### src/rtl/pipe_ex_mem_skid.sv
// pipe_ex_mem_skid: 2-entry elastic EX->MEM pipeline register with registered in_ready,
// synchronous flush and occupancy count.
module pipe_ex_mem_skid #(
    parameter int WIDTH         = 32,
    parameter int AW            = 5,
    parameter bit ZERO_REG_KILL = 1'b1
) (
    input  logic             clk,
    input  logic             rst,
    input  logic             flush,
    input  logic             in_valid,
    output logic             in_ready,
    input  logic             MEMWRITE_IN,
    input  logic             MEMTOREG_IN,
    input  logic             REGWRITE_IN,
    input  logic [WIDTH-1:0] RESULTOP_IN,
    input  logic [WIDTH-1:0] WRDATA_IN,
    input  logic [AW-1:0]    ARD_IN,
    output logic             out_valid,
    input  logic             out_ready,
    output logic             MEMWRITE_OUT,
    output logic             MEMTOREG_OUT,
    output logic             REGWRITE_OUT,
    output logic [WIDTH-1:0] RESULTOP_OUT,
    output logic [WIDTH-1:0] WRDATA_OUT,
    output logic [AW-1:0]    ARD_OUT,
    output logic [1:0]       occupancy
);
    localparam int BW = 3 + 2*WIDTH + AW;
    typedef enum logic [1:0] {EMPTY = 2'd0, ONE = 2'd1, FULL = 2'd2} state_t;
    state_t state, state_n;
    logic [BW-1:0] main_q, skid_q, main_n, skid_n, in_bundle;
    logic acc, pop, rw_in;
    // A write to the zero register is architecturally a no-op, so drop it here
    assign rw_in = REGWRITE_IN & (ZERO_REG_KILL ? (ARD_IN != '0) : 1'b1);
    assign in_bundle = {MEMWRITE_IN, MEMTOREG_IN, rw_in, RESULTOP_IN, WRDATA_IN, ARD_IN};
    assign {MEMWRITE_OUT, MEMTOREG_OUT, REGWRITE_OUT, RESULTOP_OUT, WRDATA_OUT, ARD_OUT} = main_q;
    assign out_valid = state != EMPTY;
    assign occupancy = state;
    assign acc = in_valid & in_ready;
    assign pop = out_valid & out_ready;
    always_comb begin
        state_n = state;
        main_n  = main_q;
        skid_n  = skid_q;
        if (flush) begin
            state_n = EMPTY;
            main_n  = '0;
            skid_n  = '0;
        end else if (state == EMPTY) begin
            if (acc) begin
                state_n = ONE;
                main_n  = in_bundle;
            end
        end else if (state == ONE) begin
            if (acc && pop) main_n = in_bundle;
            else if (acc) begin
                state_n = FULL;
                skid_n  = in_bundle;
            end else if (pop) begin
                state_n = EMPTY;
                main_n  = '0;
            end
        end else if (pop) begin
            state_n = ONE;
            main_n  = skid_q;
            skid_n  = '0;
        end
    end
    always_ff @(posedge clk) begin
        if (rst) begin
            state    <= EMPTY;
            main_q   <= '0;
            skid_q   <= '0;
            in_ready <= 1'b0;
        end else begin
            state    <= state_n;
            main_q   <= main_n;
            skid_q   <= skid_n;
            in_ready <= state_n != FULL;
        end
    end
endmodule

### config.mk
export PLATFORM = sky130hd
export DESIGN_NAME = pipe_ex_mem_skid
export DESIGN_NICKNAME = d
export VERILOG_FILES = /design/src/rtl/pipe_ex_mem_skid.sv
export SDC_FILE = /design/constraint.sdc
export NUM_CORES = 1
export LEC_CHECK = 0
export BUFFER_PORTS_ARGS = -buffer_cell sky130_fd_sc_hd__buf_4
export CORE_MARGIN = 10
export CORE_UTILIZATION = 35
export DETAILED_ROUTE_END_ITERATION = 6
export SLEW_MARGIN = 20
export SYNTH_ARGS = -nofsm -noshare
export SYNTH_HDL_FRONTEND = slang
export SYNTH_SLANG_ARGS = --single-unit
export TNS_END_PERCENT = 1
### constraint.sdc
create_clock -name clk -period 2.2 [get_ports clk]
set_clock_uncertainty 0.15 [all_clocks]
set_input_delay 0.22 -clock clk [delete_from_list [all_inputs] [get_ports clk]]
set_output_delay 0.22 -clock clk [all_outputs]
set_load 0.03 [all_outputs]
==> summary.md, run 1 <==
| Metric | Value |
|---|---|
| WP data required | 2400 ps |
| H-tree lvl count | 4 |
| Die Wd | 153 um |
| Cell Pwr Density | 724 nW/um2 |
| Core footprint | 17300 um2 |
| Overall Global Routing Usage | 15.1% |
| Hold Path Class | primary input to flip-flop |
| Initial drt markers | 327 |
| Leak pwr | 3.40 nW |
| Final Hold Vio Count | 0 |
| Share of layout cells above drive strength 1 | 29.7% |
| Clk_lat worst skew | 420 ps |
| Synth area leaders | dfxtp_1 (48%), mux2_2 (12%), a22oi_1 (7.7%) |
| CP endpoint kind | flip-flop |
| Placer Congestion | 0.725 |
| CTS Buffer Depth | 2 |
| DPL Wire Length | 11300 um |
| Worst R2R Path Depth | 4 |
| Critical Path Max Stage Delay | 580 ps |
| Worst Path Max Fanout | 31 |
| #FFs+latches synth | 147 |
| VDD IR-drop max | 0.562 mV |
| Setup Buffers After CTS | 0 |
| Post-route ant nets | 0 |
| Tcrit/Tclk final | 87.7% |
| Post-Syn Area | 6180 um2 |
| Vias in the first global route | 5647 |
| Starting density of the core | 35.7% |
| R2R Setup Slk | 270 ps |
| Reg clk slew, reported paths | 60 ps |
| Area grow syn2layout | 43.3% |
| Synthesized instance count | 697 |
| Least-Margin Pin Slew | 831 ps |
| Outcome | completed |
| Critical path arrival | 2130 ps |
| Die area | 23400 um2 |
| Min-delay src | REGWRITE_IN |
| Initial antenna violation count | 1 |
| Drt wl/cell | 16.1 um |
| Critical Path Source Type | flip-flop |
| Sequential share of the synthesized area | 47.6% |
| Setup TNS | 0 ps |
| Die Y | 153 um |
| Hold-critical path depth | 4 |
| Worst-case hold path end point | skid_q[69] |
| Hold slack | 88.0 ps |
| Detailed Routing Iterations Pass 1 | 4 |
| Total CTS buffers | 17 |
| TritonCTS clock tree | done |
| First-pass GRT wire length | 29500 um |
| Kind of critical path | flip-flop to flip-flop |
| Largest net degree at the start of global routing | 75 |
| Critical path's slowest cell | dfxtp_4 |
| Worst-path cell chain | nand4b_1 -> o21ai_0 -> a21oi_1 -> dlygate4sd3_1 |
| IO Count | 153 |
| Synth Net Count | 774 |
| Setup Viol. Count Final | 0 |
| Max-slew violations | 0 |
| Max Freq | 518 MHz |
| WL final | 18200 um |
| Max Cap Viol | 0 |
| Input/output buffers | 152 |
| Biggest area consumer among synthesized cells | dfxtp_1 |
| Synthesized area per cell | 8.87 um2 |
| Post-route minimum period | 1930 ps |
| Row count | 48 |
| Hold buffer count at CTS | 74 |
| Residual DRC count | 0 |
| Slew HR | 44.2% |
| Synth top area share | 47.6% |
| Cells resized by post-CTS repair | 0 |
| Grt total ovfl | 0 |
| Via count | 5648 |
| Unrepaired setup endpoints after global routing | no |
| Root buffer cell | clkbuf_16 |
| Vias per cell | 4.98 |
| Synth cell types | 29 |
| Yosys warns | 0 |
| FF-to-FF Start | occupancy[1] |
| Crit Reg-Reg Endpoint | in_ready |
| Final nets | 972 |
| Clock sinks | 147 |
Yosys cell counts:
library cell and n:
nor2b_1 9, o22ai_1 1, nand4bb_1 1, a21oi_1 12, a22oi_1 63, nor3_2 1
inv_1 3, a21oi_4 1, nand2_1 75, o21ai_1 6, and2_1 2, nor3b_1 9
o21ai_0 93, o21ai_2 1, or2_1 2, nor2_1 65, o311ai_1 1, buf_6 6
clkbuf_1 30, buf_4 9, nor3_1 2, nand4b_1 1, nand3_1 72, a21o_1 1
or4_1 1, a221oi_1 1, buf_2 18, mux2_2 64, dfxtp_1 147
critical path: cells and delay by family (launching register included):
family | cells | cell delay, ps
AOI/OAI and AO/OA | 2 | 310
buffers and inverters | 1 | 550
and+or+nand+nor | 1 | 290
DFF | 1 | 580
flip-flops by register name (all words and copies together) (netlist names):
signal     flops
main_q        72
skid_q        72
in_ready       1
occupancy      2
per-stage QoR:
| step | util [%] | power [mW] | instance area [um2] | setup slack (ps) | cells |
|---|---|---|---|---|---|
| final | 51.2 | 6.41 | 8860 | 271 | 1134 |
| after global routing | 51.2 | 6.66 | 8860 | 106 | 1134 |
| after CTS | 51.2 | 6.51 | 8850 | 252 | 1133 |
| after detailed placement | 43.4 | 3.32 | 7500 | 368 | 1027 |
| after global placement | 43.4 | 3.32 | 7500 | 386 | 1027 |
| after floorplan | - | 3.07 | 6180 | 261 | 697 |
cell usage in the layout (no fill, tap or decap), types with 2 or more instances in the layout:
master	netlist	routed
nand3_1	72	72
a21oi_1	12	12
dlygate4sd3_1	0	74
clkbuf_16	0	17
bufinv_16	0	4
dfxtp_1	147	146
clkinv_4	0	2
mux2_2	64	64
a22oi_1	63	63
nand2_1	75	75
clkinv_2	0	5
nor3b_1	9	9
nor2_1	65	64
buf_4	9	161
nor2b_1	9	9
buf_12	0	7
o21ai_0	93	93
nor3_1	2	2
inv_1	3	3
o21ai_1	6	6
worst max path at each step:
stage | from | end | slack [ps] | depth (start not counted)
after floorplan | occupancy[1] | main_q[11] | 260 | 6
after global placement | occupancy[1] | main_q[67] | 390 | 3
after detailed placement | occupancy[1] | skid_q[8] | 370 | 5
after CTS | occupancy[1] | in_ready | 250 | 4
after global routing | occupancy[1] | in_ready | 110 | 4
final | occupancy[1] | in_ready | 270 | 4
metal layers:
layer / GRT usage [%] / up-vias / share of wire, %
met5: 0 / - / 0
met4: 5.09 / 0 / 1.0
met3: 4.63 / 8 / 4.9
met2: 24.5 / 122 / 48
met1: 18.6 / 2647 / 46
li1: - / 2871 / -
final cells by class:
class / count / area [um2]
fill: 1640 / 8440
clock inverter: 14 / 185
tap: 225 / 282
clock buffer: 18 / 429
antenna: 1 / 2.50
sequential: 147 / 2950
timing repair buffer: 242 / 2090
inverter: 3 / 11.3
multi-input combinational: 484 / 2910
kinds of logic after synthesis:
logic type             after synthesis  share of synthesized area, %
flip-flops                         147                          47.6
buffers and inverters               66                          5.65
AND/OR/NAND/NOR                    240                          17.5
AO/OA/AOI/OAI                      180                          17.6
multiplexers                        64                          11.7
where the power goes:
group	switching (mW)	total, mW	leakage, nW	internal [mW]
registers	0.0196	2.71	1.19	2.69
logic	0.327	0.655	1.91	0.329
clock network	1.15	3.04	0.304	1.89
total	1.49	6.41	3.40	4.92
Power figures use the tool's default switching activity.
==> inputs of run 2 (changes only) <==
--- a/config.mk
+++ b/config.mk
@@ -6,6 +6,7 @@
 export NUM_CORES = 1
 export LEC_CHECK = 0
 export BUFFER_PORTS_ARGS = -buffer_cell sky130_fd_sc_hd__buf_4
+export CAP_MARGIN = 10
 export CORE_MARGIN = 10
 export CORE_UTILIZATION = 35
 export DETAILED_ROUTE_END_ITERATION = 6
==> constraint.sdc (replaced) <==
create_clock -name clk -period 1.56 [get_ports clk]
set_clock_uncertainty 0.15 [all_clocks]
set_input_delay 0.156 -clock clk [delete_from_list [all_inputs] [get_ports clk]]
set_output_delay 0.156 -clock clk [all_outputs]
set_load 0.03 [all_outputs]
==> run 2 against run 1 <==
The flow now finishes with violations (negative setup slack); critical path type unchanged; routed wire length is 9.4% higher; clock power is 43% higher; global-route usage increased by 1.1 points; final cell count up 2.8%; highest routed layer unchanged; combinational power rose by 65%; register-to-register slack lost 330 ps; sequential power is 41% higher; sequential share of layout area decreased by 3.1 points; core utilization grew 5.4 points; power increased by 44%; via count rose by 4.7%; worst setup slack got worse by 330 ps.
==> summary.md, run 2 (synthesis results as in run 1) <==
| Metric | Value |
|---|---|
| Initial antenna violation count | 0 (-1) |
| Grt total ovfl | 0 (unchanged) |
| Sequential fraction of design power | 41.4% (-0.9 points) |
| IO Count | 153 (unchanged) |
| Total CTS buffers | 17 (unchanged) |
| Via count | 5911 (+4.7%) |
| Internal | 7.13 mW (+45%) |
| Overall power | 9.25 mW (+44%) |
| Critical Path Source Type | flip-flop |
| Vias per cell | 5.07 (+1.8%) |
| Leak pwr | 3.84 nW (+13%) |
| Starting density of the core | 35.7% (unchanged) |
| Least-Margin Pin Slew | 350 ps (-481 ps) |
| Area grow syn2layout | 58.5% |
| Detailed Routing Iterations Pass 1 | 4 (unchanged) |
| Drt wl/cell | 17.1 um (+6.4%) |
| WP data required | 1740 ps (-660 ps) |
| Core footprint | 17300 um2 (unchanged) |
| Reg clk slew, reported paths | 60 ps (about the same) |
| Clock sinks | 147 (unchanged) |
| Residual DRC count | 0 (unchanged) |
| H-tree lvl count | 4 (unchanged) |
| Root buffer cell | clkbuf_16 |
| Largest net degree at the start of global routing | 68 (-9.3%) |
| Failing checks | negative setup slack |
| Hold slack | 47.6 ps (-40.4 ps) |
| WL final | 19900 um (+9.4%) |
| Critical path arrival | 1800 ps (-330 ps) |
| Finished Layout Cells | 1166 (+2.8%) |
| Unrepaired setup endpoints after global routing | yes |
| TritonCTS clock tree | done |
| CP endpoint kind | flip-flop |
| Worst Path Max Fanout | 14 (-55%) |
| Clk_lat worst skew | 410 ps (about the same) |
| NetSw | 2.12 mW (+42%) |
| Max-slew violations | 0 (unchanged) |
| Max Freq | 617 MHz (+19%) |
| Post-route minimum period | 1620 ps (-309 ps) |
| Outcome | finished with violations |
| Die Wd | 153 um (unchanged) |
| Final Hold Vio Count | 0 (unchanged) |
| Final WS setup | -59.7 ps (-331 ps) |
| Placed cells | 1053 (+2.5%) |
| Kind of critical path | flip-flop to flip-flop |
| Place WS | -107 ps (-475 ps) |
| Commonest non-fill, non-tap cell in the layout | buf_4 |
| Placer Congestion | 0.775 (+7.0%) |
| Most frequent cells in the layout | buf_4 (169), dfxtp_1 (144), nand2_1 (75), dlygate4sd3_1 (74), nand3_1 (69) |
| Share of layout cells above drive strength 1 | 38.0% (+8.3 points) |
| Clock power share | 46.9% (-0.5 points) |
| Final nets | 1006 (+3.5%) |
| Slew HR | 76.6% (+32 points) |
| Input/output buffers | 152 (unchanged) |
| Overall Global Routing Usage | 16.2% (+1.1 points) |
| Tcrit/Tclk final | 104% (+16 points) |
| Post-route ant nets | 0 (unchanged) |
| Switching part of the total | 22.9% (-0.37 points) |
| Initial drt markers | 317 (-3.1%) |
| Vias in the first global route | 5922 (+4.9%) |
| Max Cap Viol | 0 (unchanged) |
| Die area | 23400 um2 (unchanged) |
| First-pass GRT wire length | 31700 um (+7.6%) |
| VDD IR-drop max | 0.797 mV (+42%) |
| Setup Viol. Count Final | 72 (+72) |
| Cell Pwr Density | 944 nW/um2 (+30%) |
| Hold Path Class | primary input to flip-flop |
| CTS Buffer Depth | 2 (unchanged) |
| DPL Wire Length | 12300 um (+8.8%) |
| Combinational power share | 11.7% (+1.5 points) |
| Row count | 48 (unchanged) |
| Die Y | 153 um (unchanged) |
| ANT cells | 0 (-1) |
==> run 2: through the flow <==
step,setup TNS [ps],instance area [um2],util (%)
CTS,-4910,9670,55.9
finish,-1580,9800,56.6
detailed placement,-4570,7830,45.3
global route,-12580,9800,56.6
floorplan,-6280,6260,-
global placement,-2010,7830,45.3
==> run 2: final cells by class <==
type | instances | area (um2)
Clock buffer | 23 | 509
Clock inverter | 8 | 121
Fill cell | 1530 | 7500
Inverter | 3 | 11.3
Multi-Input combinational cell | 484 | 3320
Sequential cell | 147 | 2950
Tap cell | 225 | 282
Timing Repair Buffer | 276 | 2600
==> run 2: critical path: stages, from the launching register on <==
cell and delay (ps):
dfxtp_4 380, buf_6 100, nand4b_1 180, o21ai_4 230, buf_8 170, buf_12 150
nand3_1 80, o21ai_1 100
==> run 2: what timing repair did <==
item                                    in CTS  in global routing
gates cloned                                 2                  2
resized for setup                          103                 54
pin swaps                                   41                  9
endpoints found under the hold margin      145                  0
hold buffers                                74                  0
buffers inserted                             5                  1
endpoints found under the setup margin     144                146
==> run 2: final timing paths <==
path,to,depth (start not counted),slack (ps),from
worst min-delay path,main_q[69],4,50,ARD_IN[3]
worst min register to register,skid_q[33],2,290,skid_q[33]
worst max-delay path,skid_q[68],7,-60,occupancy[0]
worst max register to register,skid_q[68],7,-60,occupancy[0]
==> run 2: power by group through the flow <==
stage / logic [mW] / clock network, mW / registers (mW)
after CTS: 1.06 / 4.43 / 3.83
after detailed placement: 0.827 / 0 / 3.91
after floorplan: 0.347 / 0 / 4.00
after global routing: 1.16 / 4.58 / 3.84
final: 1.08 / 4.34 / 3.83
after global placement: 0.824 / 0 / 3.91
==> run 2: layer usage <==
metal  wire [um]  track usage (%)  up-vias
li1            -                -     2926
met1        8960             20.6     2817
met2        9290             25.7      150
met3        1390             5.27       18
met4         289             4.77        0
met5           0                0        -
